--- src/rtl/aes_key_schedule.sv ---
`default_nettype none
// +------------------------------------------------------------------------+
// | aes_key_schedule : AES-128/192/256 key expansion, one word per clock,  |
// |                    with a registered random-access round-key port.     |
// | Rev 1.0                                                                |
// +------------------------------------------------------------------------+
module aes_key_schedule #(
   parameter int KEY_BITS = 256,
   parameter int IDX_W    = 4
) (
   input  logic                clk,
   input  logic                rst,
   input  logic                start,
   input  logic [KEY_BITS-1:0] key_in,
   output logic                busy,
   output logic                done,
   output logic                key_valid,
   input  logic                rk_req,
   input  logic [IDX_W-1:0]    rk_idx,
   output logic                rk_valid,
   output logic [127:0]        rk_data,
   output logic                rk_err
);

   localparam int NK = KEY_BITS / 32;
   localparam int NR = NK + 6;
   localparam int NW = 4 * (NR + 1);
   localparam int AW = $clog2(NW);

   localparam logic [AW-1:0]    LAST_W   = AW'(NW - 1);
   localparam logic [AW-1:0]    NK_W     = AW'(NK);
   localparam logic [AW-1:0]    MOD_LAST = AW'(NK - 1);
   localparam logic [AW-1:0]    MOD_SUB  = AW'(4);
   localparam logic [IDX_W-1:0] NR_IDX   = IDX_W'(NR);

   localparam logic [2047:0] SBOX = {
      128'h637c777bf26b6fc53001672bfed7ab76, 128'hca82c97dfa5947f0add4a2af9ca472c0,
      128'hb7fd9326363ff7cc34a5e5f171d83115, 128'h04c723c31896059a071280e2eb27b275,
      128'h09832c1a1b6e5aa0523bd6b329e32f84, 128'h53d100ed20fcb15b6acbbe394a4c58cf,
      128'hd0efaafb434d338545f9027f503c9fa8, 128'h51a3408f929d38f5bcb6da2110fff3d2,
      128'hcd0c13ec5f974417c4a77e3d645d1973, 128'h60814fdc222a908846eeb814de5e0bdb,
      128'he0323a0a4906245cc2d3ac629195e479, 128'he7c8376d8dd54ea96c56f4ea657aae08,
      128'hba78252e1ca6b4c6e8dd741f4bbd8b8a, 128'h703eb5664803f60e613557b986c11d9e,
      128'he1f8981169d98e949b1e87e9ce5528df, 128'h8ca1890dbfe6426841992d0fb054bb16
   };

   // Entry 0 sits in the top byte of the table, hence the inverted index.
   function automatic logic [7:0] sbox(input logic [7:0] b);
      return SBOX[{~b, 3'b000} +: 8];
   endfunction

   function automatic logic [31:0] sub_word(input logic [31:0] x);
      return {sbox(x[31:24]), sbox(x[23:16]), sbox(x[15:8]), sbox(x[7:0])};
   endfunction

   typedef enum logic [1:0] {
      S_IDLE   = 2'd0,
      S_LOAD   = 2'd1,
      S_EXPAND = 2'd2,
      S_READY  = 2'd3
   } state_t;

   state_t          state_q, state_d;
   logic            busy_q, busy_d;
   logic            done_q, done_d;
   logic            key_valid_q, key_valid_d;
   logic [AW-1:0]   i_q, i_d;
   logic [AW-1:0]   mod_q, mod_d;
   logic [7:0]      rcon_q, rcon_d;
   logic [31:0]     win_q [NK];
   logic [31:0]     win_d [NK];
   logic            rk_valid_q, rk_valid_d;
   logic            rk_err_q, rk_err_d;
   logic [127:0]    rk_data_q, rk_data_d;

   logic            start_ok;
   logic            load_en;
   logic            exp_en;
   logic [31:0]     t_word;
   logic [31:0]     new_word;
   logic [AW-1:0]   rd_base;
   logic            rd_legal;
   logic [31:0]     word_mem [NW];

   assign start_ok = start && ((state_q == S_IDLE) || (state_q == S_READY));

   // win_q holds the last NK words: win_q[0] = w[i-NK], win_q[NK-1] = w[i-1].
   always_comb begin
      t_word = win_q[NK-1];
      if (mod_q == '0) begin
         t_word = sub_word({win_q[NK-1][23:0], win_q[NK-1][31:24]}) ^ {rcon_q, 24'h0};
      end else if ((NK == 8) && (mod_q == MOD_SUB)) begin
         t_word = sub_word(win_q[NK-1]);
      end
      new_word = win_q[0] ^ t_word;
   end

   always_comb begin
      state_d     = state_q;
      busy_d      = busy_q;
      done_d      = 1'b0;
      key_valid_d = key_valid_q;
      i_d         = i_q;
      mod_d       = mod_q;
      rcon_d      = rcon_q;
      load_en     = 1'b0;
      exp_en      = 1'b0;
      case (state_q)
         S_IDLE, S_READY: begin
            if (start_ok) begin
               state_d     = S_LOAD;
               busy_d      = 1'b1;
               key_valid_d = 1'b0;
            end
         end
         S_LOAD: begin
            load_en = 1'b1;
            i_d     = NK_W;
            mod_d   = '0;
            rcon_d  = 8'h01;
            state_d = S_EXPAND;
         end
         S_EXPAND: begin
            exp_en = 1'b1;
            i_d    = i_q + AW'(1);
            mod_d  = (mod_q == MOD_LAST) ? '0 : mod_q + AW'(1);
            if (mod_q == '0) begin
               rcon_d = {rcon_q[6:0], 1'b0} ^ (rcon_q[7] ? 8'h1b : 8'h00);
            end
            if (i_q == LAST_W) begin
               state_d     = S_READY;
               busy_d      = 1'b0;
               key_valid_d = 1'b1;
               done_d      = 1'b1;
            end
         end
         default: state_d = S_IDLE;
      endcase
   end

   always_comb begin
      for (int k = 0; k < NK; k++) begin
         win_d[k] = win_q[k];
      end
      if (load_en) begin
         for (int k = 0; k < NK; k++) begin
            win_d[k] = key_in[KEY_BITS-1-32*k -: 32];
         end
      end else if (exp_en) begin
         for (int k = 0; k < NK - 1; k++) begin
            win_d[k] = win_q[k+1];
         end
         win_d[NK-1] = new_word;
      end
   end

   // A read coinciding with an accepted start already sees the schedule as gone.
   assign rd_base  = AW'({rk_idx, 2'b00});
   assign rd_legal = key_valid_q && !start_ok && (rk_idx <= NR_IDX);

   always_comb begin
      rk_valid_d = rk_req;
      rk_err_d   = 1'b0;
      rk_data_d  = rk_data_q;
      if (rk_req) begin
         if (rd_legal) begin
            rk_data_d = {word_mem[rd_base],          word_mem[rd_base + AW'(1)],
                         word_mem[rd_base + AW'(2)], word_mem[rd_base + AW'(3)]};
         end else begin
            rk_data_d = '0;
            rk_err_d  = 1'b1;
         end
      end
   end

   always_ff @(posedge clk or posedge rst) begin
      if (rst) begin
         state_q     <= S_IDLE;
         busy_q      <= 1'b0;
         done_q      <= 1'b0;
         key_valid_q <= 1'b0;
         i_q         <= '0;
         mod_q       <= '0;
         rcon_q      <= 8'h01;
         for (int k = 0; k < NK; k++) begin
            win_q[k] <= '0;
         end
         rk_valid_q  <= 1'b0;
         rk_err_q    <= 1'b0;
         rk_data_q   <= '0;
      end else begin
         state_q     <= state_d;
         busy_q      <= busy_d;
         done_q      <= done_d;
         key_valid_q <= key_valid_d;
         i_q         <= i_d;
         mod_q       <= mod_d;
         rcon_q      <= rcon_d;
         for (int k = 0; k < NK; k++) begin
            win_q[k] <= win_d[k];
         end
         rk_valid_q  <= rk_valid_d;
         rk_err_q    <= rk_err_d;
         rk_data_q   <= rk_data_d;
      end
   end

   always_ff @(posedge clk) begin
      if (load_en) begin
         for (int k = 0; k < NK; k++) begin
            word_mem[k] <= key_in[KEY_BITS-1-32*k -: 32];
         end
      end else if (exp_en) begin
         word_mem[i_q] <= new_word;
      end
   end

   assign busy      = busy_q;
   assign done      = done_q;
   assign key_valid = key_valid_q;
   assign rk_valid  = rk_valid_q;
   assign rk_err    = rk_err_q;
   assign rk_data   = rk_data_q;

endmodule
`default_nettype wire
--- config.mk ---
export PLATFORM = sky130hd
export DESIGN_NAME = aes_key_schedule
export DESIGN_NICKNAME = d
export VERILOG_FILES = /design/src/rtl/aes_key_schedule.sv
export SDC_FILE = /design/constraint.sdc
export NUM_CORES = 2
export LEC_CHECK = 0
export BUFFER_PORTS_ARGS = -buffer_cell sky130_fd_sc_hd__clkbuf_2
export CORE_MARGIN = 2
export CORE_UTILIZATION = 32
export DETAILED_ROUTE_END_ITERATION = 10
export PLACE_DENSITY = 0.54
export SKIP_LAST_GASP = 1
export SYNTH_ARGS = -nofsm -noshare
export SYNTH_HDL_FRONTEND = slang
export SYNTH_SLANG_ARGS = --single-unit
--- constraint.sdc ---
create_clock -name clk -period 21.7 [get_ports clk]
set_input_delay 0 -clock clk [delete_from_list [all_inputs] [get_ports clk]]
set_output_delay 0 -clock clk [all_outputs]
set_load 0.02 [all_outputs]
; ---- Word level (Yosys, flattened, before mapping)
; Memories as Yosys holds them, arrays and structs flattened.
; Index checks and enable logic that the tools add are counted.
[word_totals]
ff_bits = 411
latch_bits = 0
ram_bits = 1920
romBits = 0
in_bits = 264
word_cells = 94
mem_count = 1
[mem_list]
columns = memory, depth, width, read_ports, rd_clocked_by_memory_dff, wr, line_no
row1 = word_mem, 60, 32, 4, 0, 8, 83  ; logic [31:0] word_mem [NW];
[op_classes]
n_addsub = 5
multipliers = 0
div_mod_pow = 0
n_lt_le_gt_ge = 1
eq_ne = 9
shift = 4
mux = 34
bitwise_logic = 7
n_reduce_logical = 15
[op_table]
columns = op, count
row1 = indexed part select 2048 x 12 -> 8 bit (first input constant), 4
row2 = two-way mux 256 bit, 2
row3 = two-way mux 128 bit, 1
row4 = two-way mux 32 bit, 3
row5 = XOR 32 bit, 2
row6 = inverter 8 bit, 4
row7 = OR reduction 32 bit, 1
row8 = case mux 6 bit (2 select lines), 2
row9 = adder 6 x 1 -> 6 bit (second input constant), 3
row10 = two-way mux 1 bit, 16
row11 = case mux 8 bit (2 select lines), 1
row12 = adder 6 x 2 -> 6 bit (second input constant), 2
row13 = == test 6 x 3 -> 1 bit (second input constant), 2
row14 = two-way mux 6 bit, 2
row15 = two-way mux 8 bit, 1
row16 = XOR 8 x 5 -> 8 bit, 1
row17 = == test 6 bit (second input constant), 1
row18 = logical NOT 6 bit, 1
row19 = inequality test 2 bit (second input constant), 3
row20 = case mux 2 bit (3 select lines), 1
row21 = nonzero test 2 bit, 3
row22 = two-way mux 5 bit, 1
row23 = == test 2 bit (second input constant), 2
row24 = less-or-equal comparator 4 bit (second input constant), 1
row25 = 10 further kinds, 15

; ---- Logic depth before layout (Yosys ltp)
[depth]
word_depth = 8
mapped_depth = 18
depth_no_buf = 11

; ---- Worst setup path after synthesis
; Ideal clock, no wire load.
[synth_path]
path_type = register to register
from = reg win_q[17] (netlist bit)
to = mem word_mem[10][26], data pin
setup_time_ns = 0.542
arrival_ns = 5.123
required_time_ns = 21.158
path_slack_ns = 16.035
path_stages_with_launch = 16
path_cell_list = dfrtp_1 -> buf_2 -> buf_2 -> buf_4 -> buf_2 -> inv_1 -> ha_1 -> clkbuf_1 -> nand2b_1 -> a31oi_1 -> a221o_1 -> a211oi_1 -> o32ai_1 -> xnor2_1 -> a221o_1 -> xor2_1
[synth_rtl]
columns = element, line_no
row1 = start: declaration, 70  ; logic [31:0] win_q [NK];
row2 = start signal: indexed assignment, 200  ; win_q[k] <= win_d[k];
row3 = end: declaration, 83

==> flow_metrics.py <==
metrics = {
    "place": {
        "numPortBuffers": 396,
        "place.gp.congestion": 0.965,
        "dp_slack_ps": 15960,
        "dp_hpwl_um": 307000,
    },
    "timing": {
        "min_period_ps": 6130,
        "hold_violations": 0,
        "setup-tns-final_ps": 0,
        "rsz0062_at_grt": "no",
        "fmax_mhz": 163,
        "tightest_slew_ps": 1310,
        "fin_crit_sh": 0.282,
        "setup_slack_ps": 15570,
        "worst_slew_margin_rel": 0.127,
        "drv_slew": 0,
        "finClkSkew_ps": 67.9,
        "finalSetupViolations": 0,
        "hold_ws_ps": 94.5,
    },
    "clock_network": {
        "htreeDepth": 5,
        "clock-sinks": 2459,
        "post-cts-setup-buffers": 0,
        "clockBufferDepth": 4,
        "cts_root_buffer": "clkbuf_16",
        "insertion_delay_ps": 860,
        "path_clk_slew_ps": 60,
        "cts_tree": "done",
        "cts-hold-fix-buffers": 262,
        "numCtsBuffers": 271,
        "ctsResizeCount": 0,
    },
    "layout": {
        "layout-drive-gt1-share": 0.254,
        "layout_common_cells": "2048 x edfxtp_1, 674 x mux4_2, 541 x nand2_1",
        "final_common_cell": "edfxtp_1",
        "num-nets-final": 8230,
        "final_util": 0.375,
        "fillerInstances": 32900,
        "area_growth_pct": 16.9,
    },
    "logic_synthesis": {
        "ys_types": 103,
        "ys_seq_area_frac": 0.636,
        "synth_edf_count": 2048,
        "synth_area_um2": 113000,
        "ys.flop_type": "edfxtp_1",
        "synth_top_area_cell": "edfxtp_1",
        "async_reset_ff_frac": 0.167,
        "syn_area_per_cell_um2": 15.4,
        "synthCells": 7335,
        "yosysTopAreaCellShare": 0.545,
        "synth_fp_nets": 7665,
        "yosys_warnings": 0,
        "ys_seq_elements": 2459,
        "synth_area_leaders": "edfxtp_1 55%, mux4_2 13%, dfrtp_1 9.1%, mux2i_1 2.5%, o21ai_0 2.1%",
    },
    "setup_path": {
        "crit_arrival_ps": 6600,
        "r2r_end": "word_mem[47][7]",
        "rrSetupSlack_ps": 15570,
        "critPathLaunchType": "flip-flop",
        "rr_startpoint": "win_q[3]",
        "critical_path_class": "flip-flop to flip-flop",
        "required_ps": 22170,
        "critical_path.max_fanout": 74,
        "cp-end-kind": "flip-flop",
        "ff2ff_path_depth": 10,
    },
    "route": {
        "routed_wl_um": 461000,
        "antenna_left": 0,
        "avgViaCountPerCell": 5.90,
        "drc": 0,
        "wl_per_cell_um": 36.1,
        "drt-initial-drc-count": 11300,
        "drt_first_pass_iters": 6,
        "vias": 75300,
    },
    "global_route": {
        "grtUsageTotal": 0.251,
        "grt_pass1_wl_um": 623000,
        "grt_pass1_vias": 72300,
        "overflow": 0,
        "grt_max_degree": 263,
        "antenna_found_initial": 69,
    },
    "floorplan": {
        "start_util": 0.321,
        "boundaryPins": 397,
        "fp-row-count": 218,
        "die_area_um2": 357000,
        "die_y_um": 598,
        "core_um2": 352000,
        "die_w_um": 598,
    },
    "run_status": {
        "outcome": "finished, final reports clean",
    },
    "power_and_ir_drop": {
        "pwr_density_cell_nw_per_um2": 76.9,
        "irDropWorstVdd_mv": 0.0533,
        "cellLeakagePower_nw": 43.4,
    },
    "worst_hold_path": {
        "hold_path_class": "primary input to flip-flop",
        "hold_start": "key_in[81]",
        "min_to": "win_q[81]",
        "hold_depth": 4,
    },
    "flow_run": {
        "maxCapViolations": 0,
    },
}
==> power by group <==
| part | switching (mW) | internal, mW | total (mW) |
|---|---|---|---|
| clock | 1.89 | 2.60 | 4.49 |
| combinational | 0.347 | 0.208 | 0.555 |
| sequential | 0.0201 | 5.09 | 5.11 |
==> worst max path at each step <==
stage          startpoint         endpoint  slack (ps)
2_1_floorplan         rst             busy       10270
3_3_place_gp    win_q[25]   word_mem[7][6]       15610
3_5_place_dp    win_q[25]  word_mem[43][1]       15960
4_1_cts         win_q[25]  word_mem[39][1]       15920
5_1_grt         win_q[25]   word_mem[7][6]       15580
6_report         win_q[3]  word_mem[47][7]       15570
==> sequential cells by signal (all words and copies together) (netlist names) <==
signal	cells
state_q	2
rk_valid	1
win_q	256
i_q	6
busy	1
key_valid	1
rk_data	128
rk_err	1
done	1
mod_q	6
word_mem	2048
rcon_q	8
==> kinds of logic (layout without fill, tap and decap cells) <==
logic type / count (synthesis) / after routing / share of synthesized area
buffers and inverters: 810 / 1577 / 0.0295
other: 0 / 47 / 0
adder cells (fa/ha/maj): 66 / 66 / 0.00732
multiplexers: 1139 / 1139 / 0.178
AO/OA/AOI/OAI: 1401 / 1401 / 0.0849
AND/OR/NAND/NOR: 1417 / 1417 / 0.0604
XOR/XNOR: 43 / 43 / 0.00380
flip-flops: 2459 / 2459 / 0.636
==> cells in the mapped netlist (85+ instances only) <==
cell / count
edfxtp_1: 2048
mux4_2: 674
nand2_1: 551
o21ai_0: 484
dfrtp_1: 410
clkbuf_1: 381
mux2i_1: 278
nor2_1: 226
inv_1: 195
mux2_2: 187
a21oi_1: 172
o2bb2ai_1: 129
buf_2: 113
nand3_1: 109
nand2b_1: 106
nor3_1: 88
nor2b_1: 85
==> per-layer routing <==
metal	vias up	GRT usage	routed length (um)
met5	-	0	144
li1	30300	-	-
met1	39600	0.329	178000
met3	946	0.0496	40700
met2	4475	0.381	207000
met4	22	0.165	35100
==> stage by stage <==
step                      cells  area (um^2)  total power, mW
after floorplan            7335       113000             5.46
after global placement    12000       121000             5.72
after detailed placement  12000       121000             5.72
after CTS                 12700       132000             10.2
after global routing      12700       132000             10.4
final                     12800       132000             10.1
==> critical path, stage by stage, from the launching register on <==
cell and delay [ps]:
dfrtp_4 940, buf_4 720, xor2_1 200, a2111oi_0 460
a311oi_1 120, o21ai_0 940, a22oi_1 410, o221a_2 400
xnor2_2 680, inv_2 370, buf_4 430
==> final cells by class <==
class / instances / area [um^2] / share of cell area
flip-flops and latches: 2459 / 71800 / 0.544
clock buffers: 359 / 7380 / 0.0560
repair buffers: 894 / 6490 / 0.0492
diodes: 47 / 118 / 0.000892
inverters: 208 / 793 / 0.00601
clock inverters: 116 / 1060 / 0.00801
well taps: 4620 / 5780 / 0.0438
multi-input cells: 4066 / 38500 / 0.292
(Power assumes the default switching activity.)
